<file path="src/rtl/square_dac_spi.sv">
// square_dac_spi: samples the square-wave Pulse each update tick and ships a 16-bit frame to a 12-bit SPI DAC
// Ports:
//   sysclk, reset_n       clock, synchronous active-low reset
//   Pulse, Enable_SW_2    generator outputs, synchronised here
//   amp_hi, amp_lo        DAC codes for Pulse high/low
//   dac_cs_n/sclk/mosi    SPI pins (mode 0, MSB first)
//   busy, frame_done      FSM active, one-cycle end-of-frame pulse
//   overrun               sticky: a tick arrived while a frame was in progress
module square_dac_spi #(
  parameter int         SAMPLE_DIV = 100,
  parameter int         SCLK_DIV   = 2,
  parameter logic [3:0] DAC_CMD    = 4'h3,
  parameter logic [11:0] IDLE_CODE = 12'h800
) (
  input  logic        sysclk,
  input  logic        reset_n,
  input  logic        Pulse,
  input  logic        Enable_SW_2,
  input  logic [11:0] amp_hi,
  input  logic [11:0] amp_lo,
  output logic        dac_cs_n,
  output logic        dac_sclk,
  output logic        dac_mosi,
  output logic        busy,
  output logic        frame_done,
  output logic        overrun
);
  localparam int CW = $clog2(SAMPLE_DIV + 1);
  localparam int DW = $clog2(SCLK_DIV + 1);
  localparam logic [CW-1:0] CNT_MAX = CW'(SAMPLE_DIV - 1);
  localparam logic [DW-1:0] DIV_MAX = DW'(SCLK_DIV - 1);
  typedef enum logic [1:0] {IDLE, LOAD, SHIFT, HOLD} state_t;
  state_t st_q, st_d;
  logic [1:0] p_sync_q, e_sync_q;
  logic [CW-1:0] cnt_q, cnt_d;
  logic [DW-1:0] dv_q, dv_d;
  logic [3:0] bc_q, bc_d;
  // Bit 15 goes straight to mosi at LOAD, so only the remaining 15 bits are held.
  logic [14:0] sr_q, sr_d;
  logic sclk_q, sclk_d, cs_n_q, cs_n_d, mosi_q, mosi_d, done_q, done_d, ovr_q, ovr_d;
  logic tick;
  logic [15:0] word;
  assign tick = cnt_q == CNT_MAX;
  assign word = {DAC_CMD, !e_sync_q[1] ? IDLE_CODE : p_sync_q[1] ? amp_hi : amp_lo};
  always_comb begin
    st_d   = st_q;
    sr_d   = sr_q;
    dv_d   = dv_q;
    bc_d   = bc_q;
    sclk_d = sclk_q;
    cs_n_d = cs_n_q;
    mosi_d = mosi_q;
    done_d = 1'b0;
    ovr_d  = ovr_q | (tick & (st_q != IDLE));
    cnt_d  = tick ? '0 : cnt_q + CW'(1);
    case (st_q)
      IDLE: if (tick) begin
        st_d   = LOAD;
        sr_d   = word[14:0];
        cs_n_d = 1'b0;
        mosi_d = word[15];
      end
      LOAD: begin
        st_d = SHIFT;
        dv_d = '0;
        bc_d = '0;
      end
      SHIFT: begin
        dv_d = dv_q + DW'(1);
        if (dv_q == DIV_MAX) begin
          dv_d   = '0;
          sclk_d = ~sclk_q;
          // Falling edge: advance data, or close the frame after the 16th bit.
          if (sclk_q) begin
            if (bc_q == 4'd15) begin
              st_d   = HOLD;
              cs_n_d = 1'b1;
              mosi_d = 1'b0;
            end else begin
              bc_d   = bc_q + 4'd1;
              mosi_d = sr_q[14];
              sr_d   = {sr_q[13:0], 1'b0};
            end
          end
        end
      end
      HOLD: begin
        dv_d = dv_q + DW'(1);
        if (dv_q == DIV_MAX) begin
          st_d   = IDLE;
          dv_d   = '0;
          done_d = 1'b1;
        end
      end
      default: st_d = IDLE;
    endcase
  end
  always_ff @(posedge sysclk) begin
    if (!reset_n) begin
      st_q     <= IDLE;
      p_sync_q <= '0;
      e_sync_q <= '0;
      cnt_q    <= '0;
      dv_q     <= '0;
      bc_q     <= '0;
      sr_q     <= '0;
      sclk_q   <= 1'b0;
      cs_n_q   <= 1'b1;
      mosi_q   <= 1'b0;
      done_q   <= 1'b0;
      ovr_q    <= 1'b0;
    end else begin
      st_q     <= st_d;
      p_sync_q <= {p_sync_q[0], Pulse};
      e_sync_q <= {e_sync_q[0], Enable_SW_2};
      cnt_q    <= cnt_d;
      dv_q     <= dv_d;
      bc_q     <= bc_d;
      sr_q     <= sr_d;
      sclk_q   <= sclk_d;
      cs_n_q   <= cs_n_d;
      mosi_q   <= mosi_d;
      done_q   <= done_d;
      ovr_q    <= ovr_d;
    end
  end
  assign dac_cs_n   = cs_n_q;
  assign dac_sclk   = sclk_q;
  assign dac_mosi   = mosi_q;
  assign busy       = st_q != IDLE;
  assign frame_done = done_q;
  assign overrun    = ovr_q;
endmodule
</file>
<file path="config.mk">
export PLATFORM = sky130hd
export DESIGN_NAME = square_dac_spi
export DESIGN_NICKNAME = d
export VERILOG_FILES = /design/src/rtl/square_dac_spi.sv
export SDC_FILE = /design/constraint.sdc
export NUM_CORES = 1
export LEC_CHECK = 0
export CAP_MARGIN = 10
export CORE_MARGIN = 1
export CORE_UTILIZATION = 56
export CTS_CLUSTER_SIZE = 40
export DETAILED_ROUTE_END_ITERATION = 8
export PLACE_DENSITY = 0.88
export SLEW_MARGIN = 20
export SYNTH_ARGS = -nofsm -noshare
export SYNTH_HDL_FRONTEND = slang
export SYNTH_SLANG_ARGS = --single-unit
</file>
<file path="constraint.sdc">
create_clock -name sysclk -period 3.4 [get_ports sysclk]
set_clock_uncertainty 0.1 [all_clocks]
set_input_delay 0.68 -clock sysclk [delete_from_list [all_inputs] [get_ports sysclk]]
set_output_delay 0.68 -clock sysclk [all_outputs]
set_load 0.02 [all_outputs]
</file>
==> Yosys cells after proc, flatten, opt, wreduce, memory -nomap -nowiden <==
Index checks and enable logic that the tools add are counted.
{ "word_totals": {"ff_bits": 39, "inputBits": 28, "out_inout_bits": 6, "word_cells": 74} }
{ "op_classes": {"add_sub_neg": 3, "eq_ne": 12, "mux": 29, "bitwise": 4, "reduce_logical": 14} }
{ "ops": {"columns": ["cell", "n"], "rows": [
  ["15-bit 2-to-1 mux", 4],
  ["15-bit one-hot mux with 2 select lines", 1],
  ["12-bit 2-to-1 mux", 2],
  ["5-bit AND reduction", 3],
  ["2-bit 2-to-1 mux", 6],
  ["4-bit 2-to-1 mux", 3],
  ["2-bit != test, second input constant", 6],
  ["1-bit 2-to-1 mux", 8],
  ["2-bit one-hot mux with 4 select lines", 1],
  ["4-bit one-hot mux with 2 select lines", 1],
  ["4-bit AND reduction", 2],
  ["2-bit nonzero test", 4],
  ["7-bit by 1-bit adder with 7-bit output, second input constant", 1],
  ["7-bit equality test, second input constant", 1],
  ["4-bit by 1-bit adder with 4-bit output, second input constant", 1],
  ["2-bit by 1-bit equality test with 1-bit output, second input constant", 2],
  ["2-bit equality test, second input constant", 2],
  ["4-bit equality test, second input constant", 1],
  ["1-bit one-hot mux with 2 select lines", 2],
  ["2-bit one-hot mux with 2 select lines", 1],
  ["2-bit AND reduction", 2],
  ["2-bit OR reduction", 2],
  ["2-bit by 1-bit adder with 2-bit output, second input constant", 1],
  ["2-bit logical NOT", 1],
  ["other kinds (3)", 4]
]} }

==> Logic depth before layout (Yosys ltp) <==
Gate-level depths: netlist of run 1.
{ "depth": {"depth_word": 5, "depth_mapped": 8, "depth_no_buf": 6} }

==> Least setup slack after synthesis of run 1 <==
Ideal clock, no wire load.
{ "synth_timing": {"path_type": "register -> register", "startpoint": "register cnt_q[0]", "endpoint": "register st_q[0]", "setup_ns": 0.122, "arrival_ns": 1.760, "t_required_ns": 3.178, "setup_slack_ns": 1.418, "stages_incl_launch_ff": 6, "path_buffers": 0, "synth_period_minus_slack_ns": 1.982, "path_cell_list": "dfxtp_1 ha_1 or4b_4 a221oi_4 nand2_1 o311a_1"} }
{ "synth_via": {"elab_chain_len": 3} }
{ "synth_lines": {"columns": ["element", "line_no", "rtl"], "rows": [
  ["start: declaration", "35", "logic [CW-1:0] cnt_q, cnt_d;"],
  ["start signal: assignment", "116", "cnt_q <= cnt_d;"],
  ["7-bit equality test", "43", "assign tick = cnt_q == CNT_MAX;"],
  ["2-bit != test (no source line)", null, null],
  ["5-bit AND reduction (no source line)", null, null],
  ["end signal: assignment", "113", "st_q <= st_d;"],
  ["end: declaration", "33", "state_t st_q, st_d;"]
]} }
Every way passes these cells.
A chain may end at the register's enable or synchronous reset.

==> Worst setup path after layout of run 1 <==
{ "layout_timing": {"startpoint": "register st_q[0]", "endpoint": "output busy"} }
{ "layout_via": {"elab_chain_len": 1} }
{ "layout_lines": {"columns": ["element", "line_no", "rtl"], "rows": [
  ["2-bit nonzero test", "130", "assign busy = st_q != IDLE;"],
  ["end: declaration", "24", "output logic busy,"]
]} }
Every way passes these cells.

==> results of run 1 <==
kinds of logic (layout without fill, tap and decap cells):
| group | Yosys count | in the layout | synth area share [%] |
|---|---|---|---|
| AOI/OAI and AO/OA | 29 | 29 | 10.6 |
| xor gates and xnor gates | 7 | 7 | 3.20 |
| adders and majority gates | 7 | 7 | 4.58 |
| buffers and inverters | 14 | 46 | 3.14 |
| DFF | 39 | 39 | 40.8 |
| muxes | 29 | 29 | 15.3 |
| and+or+nand+nor | 94 | 94 | 22.4 |
layout make-up:
cell class,count,area (um^2)
fill,255,842
sequential,39,781
inverter,4,15.0
tap,44,55.1
clock inverter,1,5.00
multi-input combinational,166,1070
timing repair buffer,34,338
clock buffer,7,45.0
power groups by stage:
stage	Combinational, mW	Clock, mW	Sequential [mW]
global placement	0.0626	0	0.477
floorplan	0.0291	0	0.475
CTS	0.0643	0.232	0.467
detailed placement	0.0642	0	0.478
global route	0.0697	0.255	0.468
finish	0.0640	0.225	0.467
metal layers:
layer  wire, um  global-route usage (%)  up-vias
met3        105                    5.97        6
met5          0                       0        -
li1           -                       -      801
met4         51                    9.42        0
met2       1760                    35.9       17
met1       1840                    28.8      730
layout by cell type, fill, tap and decap left out, types with 2 or more instances in the layout:
cell             instances
nor2_1                  16
xor2_1                   2
clkbuf_4                 5
and2_1                   5
nand3_1                  6
o21ai_0                 13
and3_1                   2
nor3_1                   3
mux2i_1                 27
nor2b_1                  3
dfxtp_1                 39
clkdlybuf4s50_1         33
xnor2_1                  5
a21oi_1                  3
nand2b_1                 4
a21boi_0                 2
inv_1                    4
mux2_2                   2
ha_1                     7
nand2_1                 49
clkbuf_1                 2
metrics by stage:
step           setup slack [ns]  cells  util, %  hold WS, ns  power [mW]
3_5_place_dp              0.869    287     71.7        0.340       0.542
6_report                  0.797    295     73.3        0.361       0.756
2_1_floorplan              1.42    219        -        0.312       0.504
5_1_grt                   0.690    295     73.3        0.384       0.793
3_3_place_gp              0.944    287     71.7        0.316       0.540
4_1_cts                   0.780    295     73.3        0.358       0.763
registers in the layout (all words and copies together) (netlist names), 2 cells and up:
register and cells:
dv_q 2, bc_q 4, st_q 2, cnt_q 7
p_sync_q 2, e_sync_q 2, sr_q 15
worst min path at each step:
stage,endpoint,start
CTS,e_sync_q[1],e_sync_q[0]
global route,cnt_q[0],cnt_q[0]
global placement,p_sync_q[1],p_sync_q[0]
floorplan,e_sync_q[1],e_sync_q[0]
detailed placement,p_sync_q[1],p_sync_q[0]
finish,p_sync_q[1],p_sync_q[0]
==> flow_metrics.tcl, run 1 <==
set metrics [dict create \
    status "finished, final reports clean" \
    syn_inst 219 \
    cts_buffers 5 \
    finalCritPeriodShare_pct 76.6 \
    die_y_um 60.5 \
    reg2reg_depth 6 \
    drtIter0Drc 99 \
    maxSlewHeadroom_pct 34.4 \
    slowest_stage "clkdlybuf4s50_1" \
    worstPathMaxFanout 5 \
    initial_core_util_pct 60.7 \
    path_cells "inv_1 -> ha_1 -> inv_1 -> clkdlybuf4s50_1" \
    ctsHoldBuffers 0 \
    max_stage_delay_ns 0.59 \
    worstSkewPairLatency_ns 0.34 \
    cts_setup_buffers 0 \
    yosysSeqAreaShare_pct 40.8 \
    p_per_area_nw_per_um2 327 \
    clockBufferDepth 2 \
    netlist_top_cells_area "dfxtp_1 (41%), mux2i_1 (14%), nand2_1 (9.6%), ha_1 (4.6%), o21ai_0 (3.4%)" \
    ys_types 38 \
    drtPass1Iterations 4 \
    maxCapViolCount 0 \
    cts.repair.resized 0 \
    timing.rr.start "st_q[0]" \
    nets 285 \
    fmax_mhz 384 \
    drive_above_1_share_pct 5.58 \
    htreeDepth 2 \
    grt_pass1_vias 1428 \
    die-area_um2 3650 \
    crit_top_cell "inv_1" \
    cp-start-kind "flop" \
    synthTopCellsByCount "nand2_1 (49), dfxtp_1 (39), mux2i_1 (27), nor2_1 (16), o21ai_0 (13)" \
    fin_area_um2 2310 \
    drcViolationCount 0 \
    endpoint "busy" \
    grt_usage_pct 22.5 \
    final_max_slew_viol_count 0 \
    swShare_pct 22.8 \
    synth_nets 254 \
    tns_ns 0 \
    clock_sinks 39 \
    critPathBufInv 3 \
    cp.arrival_ns 1.82 \
    seq_power_share_pct 61.8 \
    rr_endpoint "bc_q[2]" \
    pwr-share-clk_pct 29.8 \
    root_buffer "clkbuf_4" \
    dp.final_hpwl_um 2720 \
    ir_drop_uv 256 \
    avgRoutedWirePerCell_um 12.8 \
    synth_top_area_share_pct 40.8 \
    holdPathStages 1 \
    combPwrFrac_pct 8.5 \
    power.internal_uw 584 \
    synth_top_cell_by_area "dfxtp_1" \
    drt_wl_total_um 3760 \
    n_antenna_cell 0 \
    synth-edff-count 0 \
    period_needed_ns 2.60 \
    required_ns 2.62 \
    avgSynthCellArea_um2 8.74 \
    crit_path_start "st_q[0]" \
    clk_pin_slew_ns 0.10 \
    placed_cell_area_um2 2260 \
    die_w_um 60.5 \
    netSwitchingPower_uw 172 \
    cts_tree "done" \
    num_rows 20 \
    min_path_type "flop to flop" \
    globalplace.congestion 0.822 \
    crit_path_end_kind "output port" \
    grt_pass1_wl_um 6090 \
    place.port_buffers 33 \
    grt_overflow 0 \
    async_reset_ff_share_pct 0 \
    drt-vias-per-instance 5.27 \
    cellLeakagePower_nw 0.927 \
    worst_pin_slew_ns 0.981 \
    vias 1554 \
    synth_ff_type "dfxtp_1" \
    crit_family "buffers and inverters" \
    worst-setup-path-type "flop to output port" \
    syn_to_final_growth_pct 20.8 \
    yosys_warnings 0 \
    reg2reg_slack_ns 1.00 \
    crit_cells 4 \
    rsz0062_at_grt "false" \
    grt_max_degree 31 \
    synth.most_common_cell "nand2_1" \
    coreArea_um2 3150 \
    ioPinCount 34 \
    synth_seq_cells 39 \
    setup_viol 0 \
    ant_nets 0 \
    antenna_found_initial 0 \
    syn_area_um2 1910 \
    timing.final.hold_violations 0 \
]
(Power assumes the default switching activity.)
==> run 2, diff against run 1 <==
--- a/config.mk
+++ b/config.mk
@@ -7,10 +7,10 @@
 export LEC_CHECK = 0
 export CAP_MARGIN = 10
 export CORE_MARGIN = 1
-export CORE_UTILIZATION = 56
+export CORE_UTILIZATION = 47
 export CTS_CLUSTER_SIZE = 40
 export DETAILED_ROUTE_END_ITERATION = 8
-export PLACE_DENSITY = 0.88
+export PLACE_DENSITY = 0.79
 export SLEW_MARGIN = 20
 export SYNTH_ARGS = -nofsm -noshare
 export SYNTH_HDL_FRONTEND = slang
==> constraint.sdc (replaced) <==
create_clock -name sysclk -period 2.1 [get_ports sysclk]
set_clock_uncertainty 0.1 [all_clocks]
set_input_delay 0.42 -clock sysclk [delete_from_list [all_inputs] [get_ports sysclk]]
set_output_delay 0.42 -clock sysclk [all_outputs]
set_load 0.02 [all_outputs]
==> run 2 against run 1 <==
Net effect: critical path depth up 2; clock power up 120%; total power up 79%; largest cell class unchanged.
==> flow_metrics.tcl, run 2 (synthesis gave the netlist of run 1 again) <==
set metrics [dict create \
    worst-setup-path-type "flop to flop" \
    slowest_stage "or4b_4" \
    timing.final.hold_violations 0 \
    htreeDepth 2 \
    crit_path_end_kind "flop" \
    fill_cells 325 \
    min_path_type "flop to flop" \
    initial_core_util_pct 50.7 \
    ioPinCount 34 \
    avgRoutedWirePerCell_um 12.7 \
    worstSkewPairLatency_ns 0.30 \
    reg2reg_depth 6 \
    drt_wl_total_um 3890 \
    root_buffer "clkbuf_8" \
    coreArea_um2 3770 \
    largestRegisters "sr_q (15), cnt_q (7), bc_q (4)" \
    finalCritPeriodShare_pct 96.6 \
    status "finished, final reports clean" \
    grt_pass1_vias 1502 \
    n_antenna_cell 0 \
    cts_tree "done" \
    grt_usage_pct 19.8 \
    cts_buffers 5 \
    clk_pin_slew_ns 0.07 \
    vias 1560 \
    cellLeakagePower_nw 0.993 \
    die_w_um 65.8 \
    globalplace.congestion 0.759 \
    final_max_slew_viol_count 0 \
    grt_overflow 0 \
    nets 293 \
    maxCapViolCount 0 \
    dp.final_hpwl_um 2740 \
    drtIter0Drc 102 \
    layout_common_cells "nand2_1 (49), dfxtp_1 (38), clkdlybuf4s50_1 (32)" \
    drive_above_1_share_pct 10.4 \
    cp.arrival_ns 2.12 \
    drt-vias-per-instance 5.08 \
    path_cells "ha_2 -> or4b_4 -> a221oi_4 -> buf_12 -> nand2_1 -> o311a_1" \
    max_stage_delay_ns 0.48 \
    num_rows 22 \
    worstPathMaxFanout 5 \
    clockBufferDepth 2 \
    grt_max_degree 51 \
    ant_nets 0 \
    die-area_um2 4330 \
    drtPass1Iterations 4 \
    final_common_cell "nand2_1" \
    worst_slack_ns 0.0708 \
    cp-start-kind "flop" \
    holdPathStages 1 \
    p_per_area_nw_per_um2 555 \
    required_ns 2.19 \
    die_y_um 65.8 \
    maxSlewHeadroom_pct 71.5 \
    holdWs_ns 0.318 \
    post-place-ws_ns 0.0579 \
    ir_drop_uv 456 \
    drcViolationCount 0 \
    worst_pin_slew_ns 0.425 \
    clock_sinks 39 \
    fmax_mhz 493 \
    period_needed_ns 2.03 \
    place.port_buffers 33 \
    grt_pass1_wl_um 6470 \
    antenna_found_initial 0 \
    largest_reg_flops 15 \
    setup_viol 0 \
    syn_to_final_growth_pct 27.7 \
    ctsHoldBuffers 0 \
    largest_register "sr_q" \
]
run 2: cell types whose count changed in the layout (fill, tap and decap cells not counted), sizes merged:
cell and delta:
buf +7, clkdlybuf4s50 -1, nand2 +1, clkbuf -2, clkinv +2, dlygate4sd2 +1
run 2: final cells by class:
class                   count  area, um^2  area share (%)
repair buffers             41         414            16.9
multi-input cells         167        1090            44.5
flip-flops and latches     39         782            32.0
well taps                  48        60.1            2.46
clock inverters             3        15.0           0.614
clock buffers               5        68.8            2.82
inverters                   4        15.0           0.614
run 2: stage by stage:
step	cells	TNS [ns]	power [mW]	util, %	cell area [um^2]
after floorplan	219	0	0.816	-	1910
after global placement	297	0	0.877	61.6	2320
after detailed placement	297	0	0.880	61.6	2320
after CTS	305	0	1.37	63.8	2410
after global routing	307	-0.0123	1.42	64.8	2440
final	307	0	1.36	64.8	2440
run 2: report_power, final:
| group | switching [mW] | leakage, nW | internal [mW] | total [mW] |
|---|---|---|---|---|
| registers | 0.00686 | 0.316 | 0.748 | 0.755 |
| clock network | 0.267 | 0.0477 | 0.227 | 0.494 |
| logic | 0.0377 | 0.630 | 0.0703 | 0.108 |
| total | 0.311 | 0.993 | 1.05 | 1.36 |
run 2: per-layer routing:
layer / share of wire (%) / vias to the layer above / track usage (%) / wire length [um]
met4: 1.8 / 0 / 8.70 / 70
met2: 50 / 18 / 30.0 / 1960
met5: 0 / - / 0 / 0
met3: 3.4 / 7 / 7.41 / 131
met1: 44 / 719 / 24.7 / 1730
li1: - / 816 / - / -
run 2: what timing repair did:
item	4_1_cts	5_1_grt
setup buffers	0	1
pin swaps	0	2
gates cloned	0	1
gates resized for setup	1	5
setup endpoints to repair	1	16
run 2: worst paths after layout:
path | startpoint | end | slack, ns
max | cnt_q[0] | st_q[0] | 0.07
max reg2reg | cnt_q[0] | st_q[0] | 0.07
min | cnt_q[0] | cnt_q[0] | 0.32
min reg2reg | cnt_q[0] | cnt_q[0] | 0.32
run 2: worst max-delay path: cells and delay by family, from the launching register on:
| kind | cells | cell delay (ns) |
|---|---|---|
| flip-flops | 1 | 0.34 |
| adder cells (fa/ha/maj) | 1 | 0.19 |
| buffers and inverters | 1 | 0.16 |
| AND/OR/NAND/NOR | 2 | 0.54 |
| AO/OA/AOI/OAI | 2 | 0.59 |
